$ cat src/rtl/issue_pkg.sv
// Shared definitions for the instruction issue unit: opcodes, FSM encoding
// and the 16-bit instruction field layout.
package issue_pkg;

  localparam logic [2:0] OP_ADD  = 3'b000;
  localparam logic [2:0] OP_ADDI = 3'b001;
  localparam logic [2:0] OP_SUBI = 3'b010;
  localparam logic [2:0] OP_SUB  = 3'b011;
  localparam logic [2:0] OP_HALT = 3'b111;

  localparam logic [1:0] ST_IDLE  = 2'd0;
  localparam logic [1:0] ST_ISSUE = 2'd1;
  localparam logic [1:0] ST_DONE  = 2'd2;

  localparam int OPC_MSB = 15;
  localparam int OPC_LSB = 13;
  localparam int RA_MSB  = 12;
  localparam int RA_LSB  = 10;
  localparam int RB_MSB  = 9;
  localparam int RB_LSB  = 7;
  localparam int RC_MSB  = 6;
  localparam int RC_LSB  = 0;

  typedef struct packed {
    logic [2:0] opcode;
    logic [2:0] ra;
    logic [2:0] rb;
    logic [6:0] rc;
  } instr_t;

  function automatic logic [2:0] opcode_of(input logic [15:0] word);
    return word[OPC_MSB:OPC_LSB];
  endfunction

endpackage

$ cat src/rtl/prog_buffer.sv
// Program store: DEPTH x 16 words, synchronous write, combinational read.
// Contents are deliberately not reset so a program survives a mid-run reset.
module prog_buffer #(
  parameter int DEPTH = 16,
  parameter int AW    = 4
) (
  input  logic          clk,
  input  logic          we,
  input  logic [AW-1:0] waddr,
  input  logic [15:0]   wdata,
  input  logic [AW-1:0] raddr,
  output logic [15:0]   rdata
);

  logic [15:0] mem [DEPTH];

  always_ff @(posedge clk) begin
    if (we) begin
      mem[waddr] <= wdata;
    end
  end

  assign rdata = mem[raddr];

endmodule

$ cat src/rtl/instr_issue_unit.sv
// Issues a host-loaded program word by word over a valid/ready port and
// captures the processor result for every accepted word.
module instr_issue_unit
  import issue_pkg::*;
#(
  parameter int DEPTH = 16,
  parameter int AW    = 4
) (
  input  logic          clk,
  input  logic          reset,
  input  logic          load_en,
  input  logic [AW-1:0] load_addr,
  input  logic [15:0]   load_data,
  input  logic          start,
  input  logic [AW:0]   count,
  output logic [15:0]   instruction,
  output logic          instr_valid,
  input  logic          instr_ready,
  input  logic [15:0]   result,
  output logic [15:0]   result_q,
  output logic          result_valid,
  output logic [AW-1:0] pc,
  output logic          busy,
  output logic          done,
  output logic          halted
);

  localparam logic [AW:0] DEPTH_W = (AW+1)'(DEPTH);

  logic [1:0]    state;
  logic [AW:0]   remaining;
  logic [AW:0]   count_clamped;
  logic [15:0]   rd_data;
  logic          in_issue;
  logic          in_idle;
  logic          is_halt;
  logic          handshake;

  // Writes are only accepted while idle, so a running program cannot be altered.
  prog_buffer #(.DEPTH(DEPTH), .AW(AW)) u_buf (
    .clk   (clk),
    .we    (load_en && in_idle),
    .waddr (load_addr),
    .wdata (load_data),
    .raddr (pc),
    .rdata (rd_data)
  );

  assign in_idle       = (state == ST_IDLE);
  assign in_issue      = (state == ST_ISSUE);
  assign is_halt       = (opcode_of(rd_data) == OP_HALT);
  assign count_clamped = (count > DEPTH_W) ? DEPTH_W : count;

  assign instruction = in_issue ? rd_data : 16'h0000;
  assign instr_valid = in_issue && !is_halt;
  assign handshake   = instr_valid && instr_ready;
  assign busy        = in_issue;
  assign done        = (state == ST_DONE);

  always_ff @(posedge clk or posedge reset) begin
    if (reset) begin
      state        <= ST_IDLE;
      remaining    <= '0;
      pc           <= '0;
      halted       <= 1'b0;
      result_q     <= 16'h0000;
      result_valid <= 1'b0;
    end else begin
      result_valid <= handshake;
      if (handshake) begin
        result_q <= result;
      end

      case (state)
        ST_IDLE: begin
          if (start) begin
            halted <= 1'b0;
            pc     <= '0;
            if (count_clamped == '0) begin
              state <= ST_DONE;
            end else begin
              remaining <= count_clamped;
              state     <= ST_ISSUE;
            end
          end
        end
        ST_ISSUE: begin
          if (is_halt) begin
            halted <= 1'b1;
            state  <= ST_DONE;
          end else if (handshake) begin
            remaining <= remaining - (AW+1)'(1);
            // pc stays on the final word so a full DEPTH run never wraps.
            if (remaining == (AW+1)'(1)) begin
              state <= ST_DONE;
            end else begin
              pc <= pc + AW'(1);
            end
          end
        end
        ST_DONE: begin
          state <= ST_IDLE;
        end
        default: begin
          state <= ST_IDLE;
        end
      endcase
    end
  end

endmodule

$ cat config.mk
export PLATFORM = sky130hd
export DESIGN_NAME = instr_issue_unit
export DESIGN_NICKNAME = d
export VERILOG_FILES = /design/src/rtl/issue_pkg.sv /design/src/rtl/prog_buffer.sv /design/src/rtl/instr_issue_unit.sv
export SDC_FILE = /design/constraint.sdc
export NUM_CORES = 1
export LEC_CHECK = 0
export ABC_AREA = 0
export BUFFER_PORTS_ARGS = -buffer_cell sky130_fd_sc_hd__clkbuf_2
export CAP_MARGIN = 10
export CORE_MARGIN = 5
export CORE_UTILIZATION = 54
export DETAILED_ROUTE_END_ITERATION = 10
export PLACE_DENSITY = 0.76
export SYNTH_ARGS = -nofsm -noshare
export SYNTH_HDL_FRONTEND = slang
export SYNTH_SLANG_ARGS = --single-unit
$ cat constraint.sdc
create_clock -name clk -period 2.9 [get_ports clk]
set_input_delay 0.725 -clock clk [delete_from_list [all_inputs] [get_ports clk]]
set_output_delay 0.725 -clock clk [all_outputs]
set_load 0.05 [all_outputs]
# == Word level (Yosys, flattened, before mapping) ==
# Memories as Yosys holds them, arrays and structs flattened.
# Cells that the tools add are included.
# word_totals
register_bits,29
ram_bits,256
input_bits,46
out_inout_bits,41
elab_cells,56
memories,1
# memory_table
memory,words,word_bits,read_ports,rd_clocked_by_memory_dff,write_ports,line_no,rtl
u_buf.mem,16,16,1,0,1,prog_buffer.sv:15,logic [15:0] mem [DEPTH];
# classes
n_addsub,2
magnitude_cmp,1
eq_ne,12
n_mux,23
n_reduce_logical,11
# ops
operator,count
5-bit 2-to-1 mux,5
16-bit 2-to-1 mux,1
4-bit 2-to-1 mux,4
2-bit 2-to-1 mux,5
5-bit case mux with 2 select lines,1
5-bit AND reduction,2
2-bit inequality test (second input constant),4
4-bit case mux with 2 select lines,1
3-bit by 1-bit inequality test with 1-bit output (second input constant),2
3-bit AND reduction,2
5-bit by 1-bit equality test with 1-bit output (second input constant),1
5-bit greater-than comparator (second input constant),1
5-bit zero test,1
5-bit by 1-bit subtractor with 5-bit output (second input constant),1
4-bit by 1-bit adder with 4-bit output (second input constant),1
1-bit 2-to-1 mux,4
2-bit by 1-bit inequality test with 1-bit output (second input constant),2
2-bit case mux with 2 select lines,1
3-bit equality test (second input constant),1
1-bit logical AND,3
2-bit by 1-bit equality test with 1-bit output (second input constant),1
2-bit equality test (second input constant),1
2-bit zero test,1
1-bit case mux with 2 select lines,1
2 further kinds,2

# == Longest topological paths before layout ==
# Gate-level depths: netlist (run 1).
# An unclocked memory read counts as a cell.
# logic_depth
depth_word,8
depth_mapped,10
depth_no_buf,7

# == Cells and area by module ==
# From an unflattened synthesis (run 1), not the netlist that was laid out.
# hier_totals
cells_unflattened,584
hier_area_um2,11238.3
# by_module_without_submodules
mod,n_inst,cells_each,area_per_inst_um2,seq_area_each_um2
prog_buffer,1,416,9723.1,7687.4
instr_issue_unit,1,168,1515.2,725.7

# == Worst setup path after synthesis (run 1) ==
# No wires, ideal clock.
# synth_timing
kind,reg2out
startpoint,reg pc[0]
endpoint,out instruction[0]
t_arrival_ps,2857
required_ps,2175
setup_slack_ps,-682
path_stages_with_launch,8
n_path_buf,4
path_cell_list,dfrtp_1 buf_6 buf_12 buf_2 buf_2 mux4_2 mux4_2 and2_1
# synth_via
elab_chain_cells,2
# synth_lines
element,line_no,rtl
from (decl),instr_issue_unit.sv:22,"output logic [AW-1:0] pc,"
from (signal assigned),instr_issue_unit.sv:97,pc <= pc + AW'(1);
memory 16 x 16 bit,-,
16-bit 2-to-1 mux,instr_issue_unit.sv:54,assign instruction = in_issue ? rd_data : 16'h0000;
to (decl),instr_issue_unit.sv:16,"output logic [15:0] instruction,"
# No other way between the ends.

# == Worst setup path in the final report (run 1) ==
# layout_timing
startpoint,reg pc[0]
endpoint,out instruction[7]
# The elaborated chain is that of the path after synthesis.

==> results of run 1 <==
[cells by family after synthesis]
kind of cell               Yosys count
DFF                                285
AOI/OAI and AO/OA                   29
adders and majority gates            3
buffers and inverters               32
muxes                               98
and+or+nand+nor                     88
[flip-flops by register name, indices dropped and copies added (netlist names)]
register,cells
remaining,5
pc,4
u_buf.mem,256
state,2
result_q,16
halted,1
result_valid,1
[synth_stat cells (all sizes together) (2+ instances only)]
cell,number,area (um^2)
clkbuf,12,45.0
a21oi,3,15.0
a22oi,4,40.0
nor2b,3,18.8
a31oi,4,40.0
nand2,12,45.0
nand4,4,25.0
nand3,8,67.6
buf,14,101
nor3b,2,15.0
o21a,2,15.0
nor2,21,78.8
a211o,2,17.5
a32oi,2,17.5
ha,3,37.5
mux4,75,1710
edfxtp,256,7690
a221oi,3,32.5
nor3,9,45.0
dfrtp,29,726
and2,14,87.6
nand2b,7,43.8
o21ai,2,13.8
mux2,18,203
inv,5,18.8
mux2i,5,50.1
[critical path, stage by stage (launching register included)]
cell and delay, ns:
dfrtp_4 0.44, buf_12 0.14, buf_12 0.15, mux4_2 0.53, mux4_2 0.48, and2_4 0.18
clkbuf_16 0.16
[power breakdown]
group | leakage [nW] | total [mW] | internal (mW) | switching [mW]
Sequential | 2.65 | 4.91 | 4.74 | 0.168
Clock | 0.451 | 3.61 | 2.17 | 1.44
Combinational | 1.64 | 5.33 | 2.42 | 2.91
[layer usage]
layer | up-vias | share of wire [%]
met5 | - | 0
met4 | 0 | 2.4
met3 | 48 | 7.5
met2 | 307 | 53
met1 | 3055 | 37
li1 | 2516 | -
[timing repair]
action | 4_1_cts | 5_1_grt
setup endpoints to repair | 17 | 17
pin swaps | 4 | 9
hold endpoints to repair | 0 | 0
hold buffers | 0 | 0
resized for setup | 37 | 22
setup buffers | 2 | 7
gates cloned | 1 | 2
[final cells by class]
| class | instances | share of cell area (%) |
|---|---|---|
| Tap cell | 275 | 2.50 |
| Multi-Input combinational cell | 218 | 20.7 |
| Clock inverter | 13 | 1.20 |
| Clock buffer | 36 | 5.45 |
| Timing Repair Buffer | 144 | 8.97 |
| Sequential cell | 285 | 61.0 |
| Inverter | 6 | 0.163 |
[worst paths after layout]
kind	start	end	depth (start not counted)
min in group clk	result[11]	result_q[11]$_DFFE_PP0P_	2
setup reg to reg	pc[0]$_DFFE_PP0P_	result_q[0]$_DFFE_PP0P_	11
hold reg to reg	result_q[11]$_DFFE_PP0P_	result_q[11]$_DFFE_PP0P_	1
hold / removal	reset	state[1]$_DFFE_PP0P_	2
setup / recovery	pc[0]$_DFFE_PP0P_	instruction[7]	6
max in group asynchronous	reset	result_q[6]$_DFFE_PP0P_	3
[stage by stage]
stage | setup TNS (ns) | setup slack, ns | hold WS [ns]
2_1_floorplan | -1.72 | -0.131 | 0.473
3_3_place_gp | 0 | 0.0552 | 0.488
3_5_place_dp | 0 | 0.0422 | 0.496
4_1_cts | -7.36 | -0.513 | 0.344
5_1_grt | -7.82 | -0.510 | 0.392
6_report | -6.38 | -0.443 | 0.330
==> impl_metrics.yaml, run 1 <==
yosys:
  synthXorXnorAreaFrac_pct: 0
  syn_area_um2: 11300
  synthArstFlopShare_pct: 10.2
  synthMuxAreaShare_pct: 17.3
  synth_cells: 535
  synth_top_family_by_area: "multiplexers"
  synth_fa_ha_area_share_pct: 0.332
  seq_area_frac_synth_pct: 74.3
  synth_simple_gate_area_share_pct: 4.32
  ys_seq_elements: 285
  synth_edf_count: 256
  synth_compound_area_share_pct: 2.23
  avgSynthCellArea_um2: 21.2
  ys_types: 52
  ys.flop_type: "edfxtp_1"
  syn_nets: 584
  ys_warn_count: 0
setup_path:
  cp_max_fo: 10
  crit_arrival_ns: 2.62
  cp-end-kind: "primary output"
  critPathKind: "flop to primary output"
  startpoint_type: "flop"
  crit_required_ns: 2.17
  reg2reg_slack_ns: 0.07
detailed_routing:
  drtIter0Drc: 627
  num_vias: 5926
  routed_via_density: 6.07
  first_pass_iters: 5
  routedWlPerCell_um: 25.7
  wl_um: 25200
  drc: 0
  drtAntennaViolNets: 0
sta:
  max_slew_margin_pct: 45.6
  slew_viol_final: 0
  worstMarginPinSlew_ns: 0.815
  rsz0062_at_grt: "true"
  fin_crit_ns: 3.34
  final_hold_viol_count: 0
  timing.final.ws_setup_ns: -0.443
  fmax_ghz: 0.299
  min_period_over_period_pct: 115
  skew_ns: 0.00722
  setup_viol_count_final: 17
floorplanning:
  die_w_um: 155
  die-area_um2: 24000
  ios: 87
  initial_core_util_pct: 54.4
  die_height_um: 155
  coreArea_um2: 20800
  rows: 53
hold_path:
  hold_class: "input port to async pin"
cts:
  clk_pin_slew_ns: 0.06
  cts.path.max_buffers: 3
  clk_latency_ns: 0.53
  cts_root_buffer: "clkbuf_16"
  cts_tree: "built"
  clock_sinks: 285
  cts_buffers: 28
  htreeDepth: 1
cells_and_area:
  area_delta_synth_final_pct: 21.8
  regArea_um2: 8420
  drive_gt1_share_pct: 44.6
  final_cell_mix: "edfxtp_1, mux4_2, clkbuf_2, buf_4, clkbuf_16"
  postLayoutCellArea_um2: 13800
  n_fill_cell: 1314
  mostFrequentLayoutCell: "edfxtp_1"
  n_antenna_cell: 0
  num-nets-final: 732
  final_core_util_pct: 66.2
  final_cells: 977
  multi_input_area_um2: 2850
global_route:
  antenna_found_initial: 0
  grt.total_usage_pct: 21.0
  grt_first_pass_wirelength_um: 37800
  globalRouteOverflowTotal: 0
  met3_usage_pct: 3.50
  gr-max-usage-layer: "met2"
  grt_max_degree: 41
  grt_pass1_vias: 6296
  met1_usage_pct: 27.1
  grt_use_met2_pct: 37.3
run_status:
  status: "complete, but fails checks"
  violations: "setup timing"
place:
  placed_cells: 917
  dp_hpwl_um: 15100
  portBuffers: 86
  gp_congestion: 0.776
  dpl-instance-area_um2: 12500
job:
  maxCapViolCount: 0
power_and_ir_drop:
  p_leak_nw: 4.74
  ir_drop_uv: 799
  finalPower_mw: 13.9
  power.density_nw_per_um2: 1000
Power figures use the tool's default switching activity.
==> inputs of run 2 (changes only) <==
Settings changed: CORE_UTILIZATION 54 to 35, PLACE_DENSITY 0.76 to default, SYNTH_HIERARCHICAL from default to 1.
==> run 2 against run 1 <==
  * The run still ends with setup timing left
  * Sequential share of layout area is 1.1 points lower
  * Clock power is 6.1% lower
  * Clock-buffer cell count is 1 lower
  * Die area is 49% higher
  * Maximum frequency is 3.4% higher
  * Non-clock buffer count is 2 lower
  * Worst hold slack worse by 0.19 ns
  * Core utilization is 22 points lower
  * Register-to-register slack better by 0.07 ns
  * Via count is 2.8% higher
  * First-iteration DRC count is 37% lower
  * Largest cell class unchanged
==> impl_metrics.yaml, run 2 <==
run_status:
  status: "complete, but fails checks"
  violations: "setup timing"
cells_and_area:
  mostFrequentLayoutCell: "edfxtp_1"
  area_delta_synth_final_pct: 24.9
  top_regs: "u_buf/mem x256, result_q x16, remaining x5"
  postLayoutCellArea_um2: 14000
  top_register: "u_buf/mem"
  num-nets-final: 779
  drive_gt1_share_pct: 43.5
  n_antenna_cell: 0
  largest_reg_flops: 256
  final_cell_mix: "edfxtp_1, clkbuf_2, nand2_1, mux4_2, buf_4"
place:
  gp_congestion: 0.774
  portBuffers: 86
  dp_hpwl_um: 16100
  dpl-instance-area_um2: 12700
cts:
  clk_latency_ns: 0.54
  cts_root_buffer: "clkbuf_16"
  cts_buffers: 28
  htreeDepth: 1
  cts_tree: "built"
  clock_sinks: 285
  cts.path.max_buffers: 3
  clk_pin_slew_ns: 0.07
setup_path:
  crit_arrival_ns: 2.51
  crit_required_ns: 2.17
  critPathKind: "flop to primary output"
  r2r_start: "pc[0]$_DFFE_PP0P_"
  startpoint_type: "flop"
  cp-end-kind: "primary output"
  cp_max_fo: 5
  setup.worst_path.end: "instr_valid"
  cp.depth: 8
  crit_chain: "buf_12, buf_6, mux4_2, a22oi_2, nand2_2, and3_4, nor2_4, buf_8"
  critPathLaunch: "pc[0]$_DFFE_PP0P_"
  reg2reg_slack_ns: 0.14
  crit_buf_inv: 3
  path_delay_family: "flip-flops"
  critPathSlowestCell: "dfrtp_4"
  worstRegToRegCells: 10
  cpPeakStageDelay_ns: 0.54
  r2r_end: "pc[3]$_DFFE_PP0P_"
global_route:
  grt_pass1_vias: 6131
  globalRouteOverflowTotal: 0
  grt_first_pass_wirelength_um: 40600
  grt_max_degree: 24
  grt.total_usage_pct: 15.1
  antenna_found_initial: 2
power_and_ir_drop:
  p_clk_share_pct: 24.8
  finalPower_mw: 13.7
  p_leak_nw: 4.85
  pwr-share-comb_pct: 39.1
  p_switching_mw: 4.55
  pwr-share-seq_pct: 36.1
  ir_drop_uv: 716
  p_int_mw: 9.13
  power.density_nw_per_um2: 975
  power_switching_share_pct: 33.2
yosys:
  seq_area_frac_synth_pct: 74.9
  avgSynthCellArea_um2: 19.2
  yosysMostFrequentCell: "edfxtp_1"
  ys_warn_count: 6
  ys.flop_type: "edfxtp_1"
  synth_cells: 584
  synth_edf_count: 256
  ys_seq_elements: 285
  synth_top_cell_by_area: "edfxtp_1"
  synthTopCellsByArea: "edfxtp_1, mux4_2, dfrtp_1"
  syn_area_um2: 11200
  synthArstFlopShare_pct: 10.2
  synth_common_cells: "edfxtp_1, nand2_1, mux4_2"
  syn_nets: 633
  yosysTopAreaCellShare_pct: 68.4
  ys_types: 48
hold_path:
  hold_class: "input port to async pin"
sta:
  timing.final.ws_setup_ns: -0.333
  slew_viol_final: 0
  min_period_over_period_pct: 111
  max_slew_margin_pct: 66.5
  setup_viol_count_final: 17
  final_hold_viol_count: 0
  fmax_ghz: 0.309
  fin_crit_ns: 3.23
  skew_ns: 0.00960
  rsz0062_at_grt: "true"
  worstMarginPinSlew_ns: 0.499
floorplanning:
  initial_core_util_pct: 35.5
  die_height_um: 189
  coreArea_um2: 31600
  die_w_um: 189
  die-area_um2: 35800
  ios: 87
  rows: 65
detailed_routing:
  routed_via_density: 5.29
  wl_met3_um: 1740
  num_vias: 6091
  wl_um: 27300
  drtAntennaViolNets: 0
  drtIter0Drc: 398
  first_pass_iters: 4
  wl_met2_um: 12700
  highest_layer: "met5"
  wl_met1_um: 12400
  routedWlPerCell_um: 23.7
  drc: 0
job:
  maxCapViolCount: 0
## run 2: cell families after synthesis
family	Yosys count	synth area share [%]
compound gates	50	3.33
buf+inv	34	1.58
flops	285	74.9
fa+ha+maj	3	0.334
mux	67	13.5
simple gates	145	6.42
## run 2: cell type report
| type | instances | area, um^2 |
|---|---|---|
| clock inverter | 14 | 121 |
| clock buffer | 35 | 727 |
| fill | 2689 | 17600 |
| tap | 402 | 503 |
| timing repair buffer | 142 | 1340 |
| inverter | 8 | 31.3 |
| sequential | 285 | 8420 |
| multi-input combinational | 265 | 2890 |
## run 2: power by group through the flow
stage	combinational (mW)	sequential, mW	clock [mW]
after floorplan	2.59	5.44	0
after global placement	4.55	5.02	0
after detailed placement	4.56	5.03	0
after CTS	5.20	4.93	3.48
after global routing	5.66	4.97	3.67
final	5.35	4.94	3.39
## run 2: worst min-delay path by stage
stage,startpoint,end
after floorplan,state[1]$_DFFE_PP0P_,state[1]$_DFFE_PP0P_
after global placement,result_q[13]$_DFFE_PP0P_,result_q[13]$_DFFE_PP0P_
after detailed placement,result_q[10]$_DFFE_PP0P_,result_q[10]$_DFFE_PP0P_
after CTS,reset,pc[3]$_DFFE_PP0P_
after global routing,reset,pc[3]$_DFFE_PP0P_
final,reset,pc[1]$_DFFE_PP0P_
## run 2: stage by stage
| stage | setup WS (ns) | util (%) | setup TNS [ns] | std cells | hold slack, ns |
|---|---|---|---|---|---|
| 6_report | -0.333 | 44.4 | -4.27 | 1151 | 0.139 |
| 3_5_place_dp | 0.0472 | 40.2 | 0 | 1089 | 0.461 |
| 5_1_grt | -0.415 | 44.4 | -5.67 | 1151 | 0.167 |
| 2_1_floorplan | 0.00558 | - | 0 | 584 | 0.499 |
| 4_1_cts | -0.393 | 43.9 | -5.26 | 1150 | 0.131 |
| 3_3_place_gp | 0.0674 | 40.2 | 0 | 1089 | 0.456 |
## run 2: routing by layer
metal	up-vias	global-route usage, %
met5	-	0
met4	4	2.89
met3	38	2.89
met2	206	23.6
met1	3215	22.3
li1	2628	-
## run 2: repair_timing
action                                  4_1_cts  5_1_grt
gates resized for setup                      61       41
buffers inserted                              9        1
endpoints found under the hold margin         0        0
endpoints found under the setup margin       17       20
pin swaps                                    21       22
hold buffers                                  0        0
gates cloned                                  3        1
